### src/rtl/id_ex_stage.sv
// ID/EX pipeline register with EX-stage operand forwarding and load-use bubble insertion.
// Sits directly upstream of the ALU and supplies its operands, control code and store data.
module id_ex_stage #(
  parameter int DATA_LEN     = 32,
  parameter int CTRL_LEN     = 3,
  parameter int REG_ADDR_LEN = 5
) (
  input  logic                    clk_i,
  input  logic                    rst_i,
  input  logic                    stall_i,
  input  logic                    flush_i,
  input  logic                    valid_i,
  input  logic [DATA_LEN-1:0]     rs1_data_i,
  input  logic [DATA_LEN-1:0]     rs2_data_i,
  input  logic [DATA_LEN-1:0]     imm_i,
  input  logic [REG_ADDR_LEN-1:0] rs1_addr_i,
  input  logic [REG_ADDR_LEN-1:0] rs2_addr_i,
  input  logic [REG_ADDR_LEN-1:0] rd_addr_i,
  input  logic [CTRL_LEN-1:0]     alu_ctrl_i,
  input  logic                    alu_src_i,
  input  logic                    reg_write_i,
  input  logic                    mem_read_i,
  input  logic                    mem_write_i,
  input  logic                    mem_to_reg_i,
  input  logic                    exmem_reg_write_i,
  input  logic [REG_ADDR_LEN-1:0] exmem_rd_i,
  input  logic [DATA_LEN-1:0]     exmem_data_i,
  input  logic                    memwb_reg_write_i,
  input  logic [REG_ADDR_LEN-1:0] memwb_rd_i,
  input  logic [DATA_LEN-1:0]     memwb_data_i,
  output logic                    valid_o,
  output logic [DATA_LEN-1:0]     data1_o,
  output logic [DATA_LEN-1:0]     data2_o,
  output logic [DATA_LEN-1:0]     store_data_o,
  output logic [CTRL_LEN-1:0]     alu_ctrl_o,
  output logic [REG_ADDR_LEN-1:0] rd_addr_o,
  output logic                    reg_write_o,
  output logic                    mem_read_o,
  output logic                    mem_write_o,
  output logic                    mem_to_reg_o,
  output logic                    load_use_hazard_o
);

  // valid qualifies the stage contents; a bubble is the all-zero register image.
  typedef struct packed {
    logic                    valid;
    logic                    reg_write;
    logic                    mem_read;
    logic                    mem_write;
    logic                    mem_to_reg;
    logic [REG_ADDR_LEN-1:0] rd;
    logic [REG_ADDR_LEN-1:0] rs1;
    logic [REG_ADDR_LEN-1:0] rs2;
    logic [DATA_LEN-1:0]     rs1_data;
    logic [DATA_LEN-1:0]     rs2_data;
    logic [DATA_LEN-1:0]     imm;
    logic [CTRL_LEN-1:0]     alu_ctrl;
    logic                    alu_src;
  } stage_t;

  stage_t stage_q, stage_d;
  logic   hazard;
  logic [DATA_LEN-1:0] fwd_rs1, fwd_rs2;

  // The rs2 compare is deliberately conservative: it ignores alu_src_i.
  assign hazard = valid_i & stage_q.valid & stage_q.mem_read & (stage_q.rd != '0) &
                  ((stage_q.rd == rs1_addr_i) | (stage_q.rd == rs2_addr_i));

  always_comb begin
    stage_d = stage_q;
    if (flush_i) begin
      stage_d = '0;
    end else if (stall_i) begin
      stage_d = stage_q;
    end else if (hazard) begin
      stage_d = '0;
    end else begin
      stage_d.valid      = valid_i;
      stage_d.reg_write  = reg_write_i & valid_i;
      stage_d.mem_read   = mem_read_i & valid_i;
      stage_d.mem_write  = mem_write_i & valid_i;
      stage_d.mem_to_reg = mem_to_reg_i;
      stage_d.rd         = rd_addr_i;
      stage_d.rs1        = rs1_addr_i;
      stage_d.rs2        = rs2_addr_i;
      stage_d.rs1_data   = rs1_data_i;
      stage_d.rs2_data   = rs2_data_i;
      stage_d.imm        = imm_i;
      stage_d.alu_ctrl   = alu_ctrl_i;
      stage_d.alu_src    = alu_src_i;
    end
  end

  always_ff @(posedge clk_i or negedge rst_i) begin
    if (!rst_i) stage_q <= '0;
    else        stage_q <= stage_d;
  end

  // EX/MEM is the younger result, so it beats MEM/WB; x0 is never forwarded.
  always_comb begin
    fwd_rs1 = stage_q.rs1_data;
    if (exmem_reg_write_i && (exmem_rd_i != '0) && (exmem_rd_i == stage_q.rs1))
      fwd_rs1 = exmem_data_i;
    else if (memwb_reg_write_i && (memwb_rd_i != '0) && (memwb_rd_i == stage_q.rs1))
      fwd_rs1 = memwb_data_i;
  end

  always_comb begin
    fwd_rs2 = stage_q.rs2_data;
    if (exmem_reg_write_i && (exmem_rd_i != '0) && (exmem_rd_i == stage_q.rs2))
      fwd_rs2 = exmem_data_i;
    else if (memwb_reg_write_i && (memwb_rd_i != '0) && (memwb_rd_i == stage_q.rs2))
      fwd_rs2 = memwb_data_i;
  end

  assign valid_o           = stage_q.valid;
  assign data1_o           = fwd_rs1;
  assign data2_o           = stage_q.alu_src ? stage_q.imm : fwd_rs2;
  assign store_data_o      = fwd_rs2;
  assign alu_ctrl_o        = stage_q.alu_ctrl;
  assign rd_addr_o         = stage_q.rd;
  assign reg_write_o       = stage_q.reg_write;
  assign mem_read_o        = stage_q.mem_read;
  assign mem_write_o       = stage_q.mem_write;
  assign mem_to_reg_o      = stage_q.mem_to_reg;
  assign load_use_hazard_o = hazard;

endmodule
### config.mk
export PLATFORM = sky130hd
export DESIGN_NAME = id_ex_stage
export DESIGN_NICKNAME = d
export VERILOG_FILES = /design/src/rtl/id_ex_stage.sv
export SDC_FILE = /design/constraint.sdc
export NUM_CORES = 1
export LEC_CHECK = 0
export BUFFER_PORTS_ARGS = -buffer_cell sky130_fd_sc_hd__buf_2
export CAP_MARGIN = 20
export CORE_UTILIZATION = 44
export CTS_BUF_LIST = sky130_fd_sc_hd__clkbuf_2 sky130_fd_sc_hd__clkbuf_4 sky130_fd_sc_hd__clkbuf_8
export CTS_CLUSTER_DIAMETER = 50
export DETAILED_ROUTE_END_ITERATION = 12
export GPL_ROUTABILITY_DRIVEN = 0
export GPL_TIMING_DRIVEN = 1
export PLACE_DENSITY_LB_ADDON = 0.3
export SETUP_SLACK_MARGIN = 0.1
export SYNTH_ARGS = -nofsm -noshare
export SYNTH_HDL_FRONTEND = slang
export SYNTH_SLANG_ARGS = --single-unit
### constraint.sdc
create_clock -name clk_i -period 2.6 [get_ports clk_i]
set_input_delay 0.13 -clock clk_i [delete_from_list [all_inputs] [get_ports clk_i]]
set_output_delay 0.13 -clock clk_i [all_outputs]
set_load 0.01 [all_outputs]
==> flow_summary.toml <==
[worst_setup_path]
setup.worst_path.end_class = "output pin"
r2r-start = "rd_addr_o[1]"
criticalPathCategory = "flop to output pin"
timing.critical_path.arrival_ns = 2.62
critical_path_peak_fanout = 13
crit_chain = "xnor2_1 -> nand4_1 -> buf_6 -> buf_12 -> buf_16 -> or3_1 -> a31oi_1 -> mux2_2 -> buf_2"
r2r_cell_count = 5
critPathSlowestCell = "dfrtp_1"
crit_required_ns = 2.47
capture_instance_of_the_worst_register_to_register_path = "stage_q[57]"
setup.worst_path.start_class = "flop"
startpoint = "stage_q[102]"
timing.critical_path.to = "data2_o[2]"
cpPeakStageDelay_ns = 0.42
setup.reg_to_reg.worst_slack_ns = 0.41

[cells_and_area]
n_fill_cell = 1240
layoutNonFillerInstCount = 1571
area.sequential_sq_um = 3010
syn_to_final_growth_pct = 60.6
nNetsFinal = 1526
multiInputGateArea_sq_um = 5000
proportion_of_layout_cells_with_a_drive_suffix_above_1_pct = 41.6
final_core_utilization_pct = 72.1

[global_route]
grt_antenna_before_repair = 3
grt_start_max_net_pins = 124
vias_in_the_first_global_route = 8952
groute.usage.overall_pct = 33.6
grt_overflow_total = 0
grt_pass1_wl_mm = 47.6

[placement]
port_buffers = 309
dpl.cell_count = 1383
post-dp-hpwl_mm = 19.4
preCtsSetupSlack_ns = 0.0165

[yosys]
synth-seq-cells = 120
mapped_nets = 1130
yosysSeqAreaShare_pct = 37.2
netlist_area_before_placement_sq_um = 8060
post_synth_num_cell_types = 35
synthesis.instances = 930
synth.yosys.warnings = 0
avgSynthCellArea_sq_um = 8.67

[timing]
relative_slew_margins_pct = 29.0
final.min_clock_period_ns = 2.75
final.setup.worst_slack_ns = -0.153
report.final.setup_viol = 32
actual_slew_at_the_worst_max_slew_pin_ns = 1.07
clock_skew_ns = 0.0110
period_share_pct = 106
timing.fmax_mhz = 363
final_hold_viol_count = 0
rsz0062_at_grt = "yes"
final_max_slew_viol_count = 0

[floorplanning]
effective_utilization_at_floorplan_pct = 44.9
floorplan_die_height_microns = 137
die_area_sq_um = 18900
rows = 49
top_level_ports = 310
design.core.area_sq_um = 18000
die_w_microns = 137

[power_and_ir_drop]
cellPowerDensity_nw_per_um2 = 432
total_power_uw = 5590
peakVddDrop_mv = 0.284
static_leakage_uw = 0.00601

[clock_network]
cts.sinks = 120
ctsHtreeMaxLevel = 4
cts_inserted_buffers = 17
buffer_cell_driving_the_clock_tree_root = "clkbuf_8"
worst_setup_hold_path_clk_slew_ns = 0.08
cts_buffer_depth = 2
clock_latency_ns = 0.44
cts_tree = "built"

[status]
violations_in_the_final_reports = "negative setup slack"
status = "finished with violations"

[detailed_routing]
drt_wl_total_mm = 35.6
avgRoutedWirePerCell_microns = 22.6
detailroute.via_count = 9446
route.detailed.drc = 0
drtAntennaViolNets = 0
drt_pre_antenna_iters = 8
route.detailed.vias_per_inst = 6.01
initial_drc_count = 700

[worst_hold_path]
hold_path.class = "primary input to flop"
worst_hold_path.num_cells = 3

[flow_run]
max_cap_violations = 0
[state kept, by name (all words and copies together), names as in the netlist]
register,count
valid_o,1
stage_q,107
mem_read_o,1
reg_write_o,1
alu_ctrl_o,3
mem_to_reg_o,1
rd_addr_o,5
mem_write_o,1
[worst min path at each step]
stage / startpoint / to / slack, ns
after global routing: rs2_addr_i[4] / stage_q[104] / 0.008
final: rs2_addr_i[4] / stage_q[104] / 0.04
after floorplan: rst_i / alu_ctrl_o[0] / -0.17
after CTS: rs2_addr_i[4] / stage_q[104] / 0.01
after detailed placement: rst_i / stage_q[69] / 0.16
after global placement: rst_i / stage_q[69] / 0.16
[logic make-up (layout without fill, tap and decap cells)]
kind of cell | count (synthesis) | count (layout) | share of synthesized area [%]
buffers and inverters | 250 | 659 | 12.5
other | 0 | 3 | 0
AOI/OAI and AO/OA | 221 | 221 | 20.4
and+or+nand+nor | 251 | 251 | 19.0
xor gates and xnor gates | 30 | 30 | 3.26
DFF | 120 | 120 | 37.2
muxes | 58 | 58 | 7.61
[Yosys cell counts, drive strengths merged]
library cell  instances  area share [%]
dfrtp               120              37
a21oi                33             2.0
nand3                 3            0.19
clkbuf               83             3.9
inv                 143             6.7
o31ai                 6            0.56
o211ai                2            0.42
nand4                 3            0.23
xnor2                20             2.2
mux2                 26             3.6
nor2b                 1           0.078
o41ai               117              13
nor2                 48             2.2
buf                  24             1.9
or3                  26             2.0
mux2i                32             4.0
nor4                  1            0.16
nand3b              115              11
o21ai                30             1.9
nor3                 28             1.7
xor2                 10             1.1
a31oi                26             2.0
or4                   4            0.42
and3                  6            0.47
a221oi                6            0.65
nand2                14            0.65
or2                   2            0.16
o2111ai               1            0.11
[final cells by class]
class                      instances  share of cell area, %
multi-input combinational        560                   38.6
timing repair buffer             484                   28.2
sequential                       120                   23.2
inverter                         143                   4.15
tap                              229                   2.21
clock buffer                      20                   2.08
clock inverter                    12                   1.52
antenna                            3                 0.0580
[placed cells by master (no fill, tap or decap), drive strengths merged, types with 28 or more instances in the layout]
cell type	netlist	final
dfrtp	120	120
nor3	28	28
mux2i	32	32
dlygate4sd3	0	121
buf	24	359
inv	143	144
o21ai	30	30
nor2	48	48
o41ai	117	117
a21oi	33	33
nand3b	115	115
[routing by layer]
layer	track usage, %	routed length [microns]	vias to the layer above
li1	-	-	4152
met1	40.4	13500	4513
met2	56.5	17300	650
met3	6.88	3310	131
met4	17.5	1450	0
met5	0	0	-
[power breakdown]
group | total (uW) | switching [uW] | internal (uW)
clock network | 2020 | 823 | 1200
logic | 1500 | 772 | 723
registers | 2070 | 99.7 | 1970
[through the flow]
stage	hold slack [ns]	cell area, sq um	TNS [ns]
2_1_floorplan	-0.166	8060	0
3_3_place_gp	0.159	9750	0
3_5_place_dp	0.161	9750	0
4_1_cts	0.0112	12100	0
5_1_grt	0.00836	12900	-6.87
6_report	0.0350	12900	-1.58
[worst max-delay path: cells and delay by family, from the launching register on]
family	cells	cell delay [ns]
buf+inv	4	0.58
flops	1	0.42
mux	1	0.22
compound gates	1	0.24
simple gates	2	0.52
xor+xnor	1	0.20
[what timing repair did]
item / CTS / global route
hold endpoints to repair: 156 / 0
cloned: 4 / 5
pin swaps: 41 / 32
setup endpoints to repair: 96 / 90
buffers inserted: 11 / 12
hold buffers: 121 / 0
gates resized for setup: 77 / 158
Note: power is estimated with default switching activity, not from simulation.
